### config.mk
export PLATFORM = sky130hd
export DESIGN_NAME = pong_game_sequencer
export DESIGN_NICKNAME = d
export VERILOG_FILES = /design/src/rtl/pong_game_sequencer_pkg.sv /design/src/rtl/pong_game_sequencer_frame_tick_gen.sv /design/src/rtl/pong_game_sequencer.sv
export SDC_FILE = /design/constraint.sdc
export NUM_CORES = 1
export LEC_CHECK = 0
export ABC_CLOCK_PERIOD_IN_PS = 1800
export CORE_ASPECT_RATIO = 1.4
export CORE_MARGIN = 2
export CORE_UTILIZATION = 40
export CTS_BUF_LIST = sky130_fd_sc_hd__clkbuf_8
export CTS_CLUSTER_DIAMETER = 200
export DETAILED_ROUTE_END_ITERATION = 10
export HOLD_SLACK_MARGIN = 0.03
export SETUP_SLACK_MARGIN = 0.4
export SLEW_MARGIN = 25
export SYNTH_ARGS = -nofsm -noshare
export SYNTH_HDL_FRONTEND = slang
export SYNTH_SLANG_ARGS = --single-unit
### constraint.sdc
create_clock -name i_clk -period 1.8 [get_ports i_clk]
set_input_delay 0.36 -clock i_clk [delete_from_list [all_inputs] [get_ports i_clk]]
set_output_delay 0.36 -clock i_clk [all_outputs]
set_load 0.01 [all_outputs]
### src/rtl/pong_game_sequencer_pkg.sv
// Shared pong definitions: FSM state encoding, default game timing and score helpers.
package pong_game_sequencer_pkg;

  localparam int WIN_SCORE_DEF    = 9;
  localparam int SERVE_FRAMES_DEF = 60;
  localparam int POINT_FRAMES_DEF = 30;

  typedef enum logic [2:0] {
    ST_IDLE     = 3'd0,
    ST_SERVE    = 3'd1,
    ST_PLAY     = 3'd2,
    ST_POINT    = 3'd3,
    ST_GAMEOVER = 3'd4
  } state_t;

  // Score increment that sticks at the winning score.
  function automatic logic [3:0] sat_inc(input logic [3:0] v, input logic [3:0] lim);
    return (v >= lim) ? lim : v + 4'd1;
  endfunction

endpackage

### src/rtl/pong_game_sequencer_frame_tick_gen.sv
// vsync falling-edge detector; shared with the paddle logic as the per-frame tick.
module frame_tick_gen (
  input  logic i_clk,
  input  logic i_rst,
  input  logic i_vsync,
  output logic o_tick
);

  logic r_vsync_prev;

  always_ff @(posedge i_clk) begin
    if (i_rst) r_vsync_prev <= 1'b0;
    else       r_vsync_prev <= i_vsync;
  end

  assign o_tick = r_vsync_prev & ~i_vsync;

endmodule

### src/rtl/pong_game_sequencer.sv
// Pong game sequencer: serve/play/point/game-over flow, scores and ball control strobes.
module pong_game_sequencer
  import pong_game_sequencer_pkg::*;
#(
  parameter int WIN_SCORE    = WIN_SCORE_DEF,
  parameter int SERVE_FRAMES = SERVE_FRAMES_DEF,
  parameter int POINT_FRAMES = POINT_FRAMES_DEF
) (
  input  logic       i_clk,
  input  logic       i_rst,
  input  logic       i_vsync,
  input  logic       i_start,
  input  logic       i_miss_left,
  input  logic       i_miss_right,
  output logic       o_ball_enable,
  output logic       o_ball_reset,
  output logic       o_serve_dir,
  output logic [3:0] o_score_left,
  output logic [3:0] o_score_right,
  output logic [2:0] o_state,
  output logic       o_game_over,
  output logic       o_winner
);

  localparam logic [3:0] LP_WIN   = 4'(WIN_SCORE);
  localparam logic [7:0] LP_SERVE = 8'(SERVE_FRAMES);
  localparam logic [7:0] LP_POINT = 8'(POINT_FRAMES);

  logic       w_tick;
  state_t     r_state;
  logic [7:0] r_cnt;
  logic [3:0] r_score_left, r_score_right;
  logic       r_ball_enable, r_ball_reset, r_serve_dir, r_game_over, r_winner;

  frame_tick_gen u_frame_tick (
    .i_clk   (i_clk),
    .i_rst   (i_rst),
    .i_vsync (i_vsync),
    .o_tick  (w_tick)
  );

  always_ff @(posedge i_clk) begin
    if (i_rst) begin
      r_state       <= ST_IDLE;
      r_cnt         <= 8'd0;
      r_score_left  <= 4'd0;
      r_score_right <= 4'd0;
      r_serve_dir   <= 1'b1;
      r_ball_reset  <= 1'b0;
      r_ball_enable <= 1'b0;
      r_game_over   <= 1'b0;
      r_winner      <= 1'b0;
    end else begin
      r_ball_reset <= 1'b0;
      case (r_state)
        ST_IDLE, ST_GAMEOVER: begin
          if (i_start) begin
            r_score_left  <= 4'd0;
            r_score_right <= 4'd0;
            r_serve_dir   <= 1'b1;
            r_cnt         <= LP_SERVE;
            r_ball_reset  <= 1'b1;
            r_game_over   <= 1'b0;
            r_winner      <= 1'b0;
            r_state       <= ST_SERVE;
          end
        end
        ST_SERVE: begin
          if (w_tick) begin
            if (r_cnt == 8'd1) begin
              r_ball_enable <= 1'b1;
              r_state       <= ST_PLAY;
            end else begin
              r_cnt <= r_cnt - 8'd1;
            end
          end
        end
        ST_PLAY: begin
          if (i_miss_left | i_miss_right) begin
            r_ball_enable <= 1'b0;
            r_cnt         <= LP_POINT;
            r_state       <= ST_POINT;
            // A double miss is a void rally: nobody scores, serve side kept.
            if (i_miss_left & ~i_miss_right) begin
              r_score_right <= sat_inc(r_score_right, LP_WIN);
              r_serve_dir   <= 1'b0;
            end
            if (i_miss_right & ~i_miss_left) begin
              r_score_left <= sat_inc(r_score_left, LP_WIN);
              r_serve_dir  <= 1'b1;
            end
          end
        end
        ST_POINT: begin
          if (w_tick) begin
            if (r_cnt == 8'd1) begin
              if ((r_score_left == LP_WIN) || (r_score_right == LP_WIN)) begin
                r_game_over <= 1'b1;
                r_winner    <= (r_score_right == LP_WIN);
                r_state     <= ST_GAMEOVER;
              end else begin
                r_ball_reset <= 1'b1;
                r_cnt        <= LP_SERVE;
                r_state      <= ST_SERVE;
              end
            end else begin
              r_cnt <= r_cnt - 8'd1;
            end
          end
        end
        default: r_state <= ST_IDLE;
      endcase
    end
  end

  assign o_ball_enable = r_ball_enable;
  assign o_ball_reset  = r_ball_reset;
  assign o_serve_dir   = r_serve_dir;
  assign o_score_left  = r_score_left;
  assign o_score_right = r_score_right;
  assign o_state       = r_state;
  assign o_game_over   = r_game_over;
  assign o_winner      = r_winner;

endmodule

Yosys cells after proc, flatten, opt, wreduce, memory -nomap -nowiden

Cells that the tools add are included.

Register bits after elaboration: 25
Bits of input ports: 6
Output and inout port bits: 16
Word-level logic and storage cells: 103

Add/subtract/negate cells: 3
Magnitude comparators: 2
Eq/ne operators: 19
Muxes and demuxes: 48
Bitwise logic cells: 7
Reductions and logical operators: 14

Operators by type and width:

| kind                  | number |
|---|---|
| $mux W8               | 7 |
| $pmux W8 S4           | 1 |
| $mux W4               | 7 |
| $mux W3               | 7 |
| $mux W1               | 18 |
| $ne A2 B2 Y1 const B  | 8 |
| $pmux W4 S2           | 2 |
| $reduce_and A4 Y1     | 4 |
| $pmux W3 S4           | 1 |
| $pmux W1 S2           | 5 |
| $add A4 B1 Y4 const B | 2 |
| $eq A4 B4 Y1 const B  | 2 |
| $eq A8 B1 Y1 const B  | 1 |
| $ge A4 B4 Y1 const B  | 2 |
| $sub A8 B1 Y8 const B | 1 |
| $reduce_and A7 Y1     | 1 |
| $eq A3 B2 Y1 const B  | 2 |
| $ne A3 B3 Y1 const B  | 2 |
| $reduce_and A6 Y1     | 1 |
| $reduce_bool A2 Y1    | 3 |
| $reduce_and A5 Y1     | 1 |
| $ne A2 B1 Y1 const B  | 2 |
| $reduce_bool A4 Y1    | 1 |
| $and A1 B1 Y1         | 3 |
| 7 further kinds       | 9 |

Logic depth before layout (Yosys ltp)

Gate-level depths: netlist (run 1).

Depth after elaboration: 6
Gate-level depth with buffers: 8

By module

A second synthesis (run 1) with hierarchy kept.

Cells, all modules: 182
Area, all modules: 1575.3 um^2

Modules (own cells, without submodules):

| module              | times used | cells an instance | area each (um^2) | sequential area each (um^2) |
|---|---|---|---|---|
| pong_game_sequencer | 1          | 179               | 1540.2           | 480.5 |
| frame_tick_gen      | 1          | 3                 | 35.0             | 20.0 |

Least setup slack after synthesis (run 1)

No wires, ideal clock.

Kind: input to register
From: input i_miss_left
To: register r_score_left[0], in the netlist o_score_left[0]
Arrival: 1.748 ns
Data required time: 1.730 ns
Setup slack: -0.018 ns
Cell stages on the path: 7
Cells stage by stage: inv_1 ha_1 or3b_1 a21oi_2 o21ai_1 or3_1 a21oi_1

Longest elaborated chain between the ends: 4
Elaborated cells on any way between the ends: 6
Classes of those cells: eq/ne: 2; bitwise: 3; reduce/logical: 1

Ends and longest elaborated chain:

| item                                   | RTL line                  | RTL |
|---|---|---|
| from (decl)                            | pong_game_sequencer.sv:13 | `input logic i_miss_left,` |
| $not A1 Y1                             | pong_game_sequencer.sv:88 | `if (i_miss_right & ~i_miss_left) begin` |
| $and A1 B1 Y1                          | pong_game_sequencer.sv:88 |  |
| $ne A2 B2 Y1 (no source line)          | -                         |  |
| $reduce_and A4 Y1 (no source line) (*) | -                         |  |
| to (signal assigned)                   | pong_game_sequencer.sv:89 | `r_score_left <= sat_inc(r_score_left, LP_WIN);` |
| to (decl)                              | pong_game_sequencer.sv:32 | `logic [3:0] r_score_left, r_score_right;` |

Mark *: on every way between the ends. The rest lies on a longest branch, timed or not.
A chain may end at the register's enable or synchronous reset.

Final worst setup path (run 1)

From: register r_cnt[1]
To: register r_cnt[7]

Longest elaborated chain between the ends: 4
Elaborated cells on any way between the ends: 10
Classes of those cells: add/sub: 1; eq/ne: 3; mux: 5; reduce/logical: 1

Ends and longest elaborated chain:

| item                                                 | RTL line                                             | RTL |
|---|---|---|
| from (decl)                                          | pong_game_sequencer.sv:31                            | `logic [7:0] r_cnt;` |
| from (signal assigned)                               | pong_game_sequencer.sv:74                            | `r_cnt <= r_cnt - 8'd1;` |
| from (signal assigned)                               | pong_game_sequencer.sv:107                           | `r_cnt <= r_cnt - 8'd1;` |
| $sub A8 B1 Y8 / $eq A8 B1 Y1 (equally long branches) | -                                                    |  |
| $mux W8 (on tied branches)                           | pong_game_sequencer.sv:96, pong_game_sequencer.sv:70 |  |
| $mux W8 (on tied branches)                           | pong_game_sequencer.sv:95, pong_game_sequencer.sv:69 |  |
| $pmux W8 S4                                          | pong_game_sequencer.sv:55                            | `case (r_state)` |

Parallel ways exist; a longest one is shown, timed or not. The select of a mux whose other input is x is not followed.

==> reports/metrics.yaml, run 1 <==
wl_per_cell_um: 15.1
drive_gt1_share_pct: 46.9
worst_pin_slew_ns: 0.434
setup_slack_ns: -0.0755
synth.area.top_cells: "dfxtp_1 34%, ha_1 9.2%, a21oi_1 7.1%"
crit_arrival_ns: 2.05
final.period_utilization_pct: 104
max_freq_mhz: 533
synth-seq-cells: 25
crit_required_ns: 1.97
grt_overflow: 0
n_antenna_cell: 0
synth_edf_count: 0
critPathKind: "reg2reg"
place_area_um2: 2070
synth.cell_area_um2: 1490
grt_max_degree: 16
yosysWarnings: 0
regArea_um2: 524
clkSlewWorstSetupHoldPaths_ns: 0.10
place_inst: 267
drtPass1Iterations: 4
htreeDepth: 1
endpoint_kind: "flop"
fin_crit_ns: 1.88
std_cell_rows: 26
cts.sinks: 25
fin_area_um2: 2370
yosys.area_share.adder_pct: 9.24
max-vdd-ir-drop_v: 0.000410
synth_top_area_cell: "dfxtp_1"
clock_skew_ns: 0.00541
relSlewSlack_pct: 70.9
path_max_fanout: 4
synth_top_family_by_area: "simple AND/OR/NAND/NOR gates"
antenna_found_initial: 0
holdWs_ns: 0.454
grt_usage_pct: 20.2
yosysUniqueCellTypes: 43
io_buffers: 21
core_um2: 3610
synth-async-reset-ratio_pct: 0
syn_avg_cell_area_um2: 8.19
violations: "setup timing"
drv_slew: 0
ys_seq_area_share_pct: 33.6
cts_made_buffers: 3
insertion_delay_ns: 0.27
syn_nets: 199
leakage_nw: 0.964
route.final.wire_length_mm: 4.29
ios: 22
drtIter0Drc: 39
rsz0062_at_grt: "true"
synthMuxAreaShare_pct: 0
fin_cells: 285
drtAntennaViolNets: 0
setup_violations: 7
drc: 0
syn_inst: 182
finalHoldViolations: 0
synth_compound_area_share_pct: 24.2
initial_utilization_pct: 41.3
yosys.area_share.simple_pct: 27.4
area_growth_pct: 58.8
total_power_mw: 1.28
max_cap_violations: 0
startpoint_type: "flop"
synth_ff_type: "dfxtp_1"
status: "finished, violations left"
synth_top_area_share_pct: 33.6
power.density_nw_per_um2: 540
clockRootBuffer: "clkbuf_8"
viasPerCell: 5.53
die_h_um: 76.2
grt_pass1_wl_mm: 7.04
grt_pass1_vias: 1647
multiInputGateArea_um2: 1130
cts_buffer_depth: 2
gp_congestion: 0.844
cts_tree: "done"
die_width_um: 55.6
nets: 261
synth-xor-area-share_pct: 0.588
route.vias.total: 1577
n_fill_cell: 315
hpwl_mm: 3.18
die_area_um2: 4240
hp-class: "reg2reg"
==> report_power, final <==
| group | internal, mW | switching, mW | total (mW) |
|---|---|---|---|
| sequential | 0.571 | 0.0181 | 0.589 |
| combinational | 0.165 | 0.178 | 0.343 |
| clock | 0.157 | 0.190 | 0.347 |
==> registers in the layout, summed over array words and instances, names as in the netlist <==
register                   count
o_score_right                  4
o_serve_dir                    1
o_game_over                    1
r_cnt                          8
o_winner                       1
o_ball_reset                   1
u_frame_tick.r_vsync_prev      1
o_ball_enable                  1
o_score_left                   4
o_state                        3
==> critical path: stages (launching register included) <==
cell	delay, ns
dfxtp_2	0.34
inv_2	0.07
ha_4	0.13
or4b_4	0.48
nor3_4	0.14
a211oi_2	0.09
buf_4	0.16
and2_4	0.16
a32o_1	0.22
==> final timing paths <==
check                                               from                  endpoint  slack (ns)  cells after the start
worst min register to register  o_serve_dir$_SDFFE_PP1P_  o_serve_dir$_SDFFE_PP1P_        0.45                      2
worst min-delay path            o_serve_dir$_SDFFE_PP1P_  o_serve_dir$_SDFFE_PP1P_        0.45                      2
worst max register to register     r_cnt[1]$_SDFFE_PP0P_     r_cnt[7]$_SDFFE_PP0P_       -0.08                      8
worst max-delay path               r_cnt[1]$_SDFFE_PP0P_     r_cnt[7]$_SDFFE_PP0P_       -0.08                      8
==> cells in the mapped netlist (4+ instances only) <==
| library cell | instances |
|---|---|
| nor2_1 | 11 |
| or3_1 | 4 |
| a31oi_1 | 4 |
| nand2_1 | 12 |
| nor2b_1 | 5 |
| inv_1 | 10 |
| buf_2 | 6 |
| nor3_1 | 8 |
| o21ai_0 | 11 |
| ha_1 | 11 |
| nand3_1 | 4 |
| a21oi_1 | 21 |
| dfxtp_1 | 25 |
| nand2b_1 | 7 |
==> metrics by stage <==
step / setup WS [ns] / utilization, % / setup TNS [ns]
4_1_cts: -0.0696 / 61.5 / -0.326
3_3_place_gp: -0.558 / 57.3 / -7.39
3_5_place_dp: -0.642 / 57.3 / -8.26
5_1_grt: -0.146 / 65.5 / -1.05
2_1_floorplan: 0.0903 / - / 0
6_report: -0.0755 / 65.5 / -0.290
==> logic make-up after synthesis <==
group | Yosys count
AOI/OAI and AO/OA | 57
DFF | 25
adders and majority gates | 11
xor gates and xnor gates | 1
buffers and inverters | 18
and+or+nand+nor | 70
==> placed cells by master, fill, tap and decap left out, types with 4 or more instances in the layout <==
master	Yosys	routed
a21oi_1	21	12
a21oi_2	1	7
a31oi_1	4	4
buf_4	0	38
buf_6	0	8
dfxtp_1	25	12
dfxtp_2	0	10
dlygate4sd2_1	0	12
ha_1	11	9
inv_1	10	5
nand2_1	12	11
nand2b_1	7	7
nor2_1	11	9
nor3_1	8	8
o21ai_0	11	5
o21ai_1	2	4
o21ai_2	0	4
or3b_4	0	4
==> what timing repair did <==
action,in CTS,in global routing
pin swaps,9,12
endpoints found under the setup margin,40,27
hold buffers,0,0
gates resized for setup,45,30
buffers inserted,11,3
==> area by class of cell <==
type                            count  area share, %
Clock buffer                        3           1.75
Clock inverter                      1          0.317
Inverter                           10           2.43
Multi-Input combinational cell    139           48.0
Sequential cell                    25           22.2
Tap cell                           42           2.22
Timing Repair Buffer               65           23.2
==> per-layer routing <==
metal,part of all wire (%),vias up,track usage [%]
met5,0,-,0
met4,0.42,0,6.59
met3,2.1,2,2.04
met2,60,25,40.5
met1,38,767,21.1
li1,-,783,-
Power figures use the tool's default switching activity.
==> inputs of run 2 (changes only) <==
- SLEW_MARGIN: 25 -> unset
==> results of run 2 <==
Final layout, timing and power as in run 1 (identical DEF).
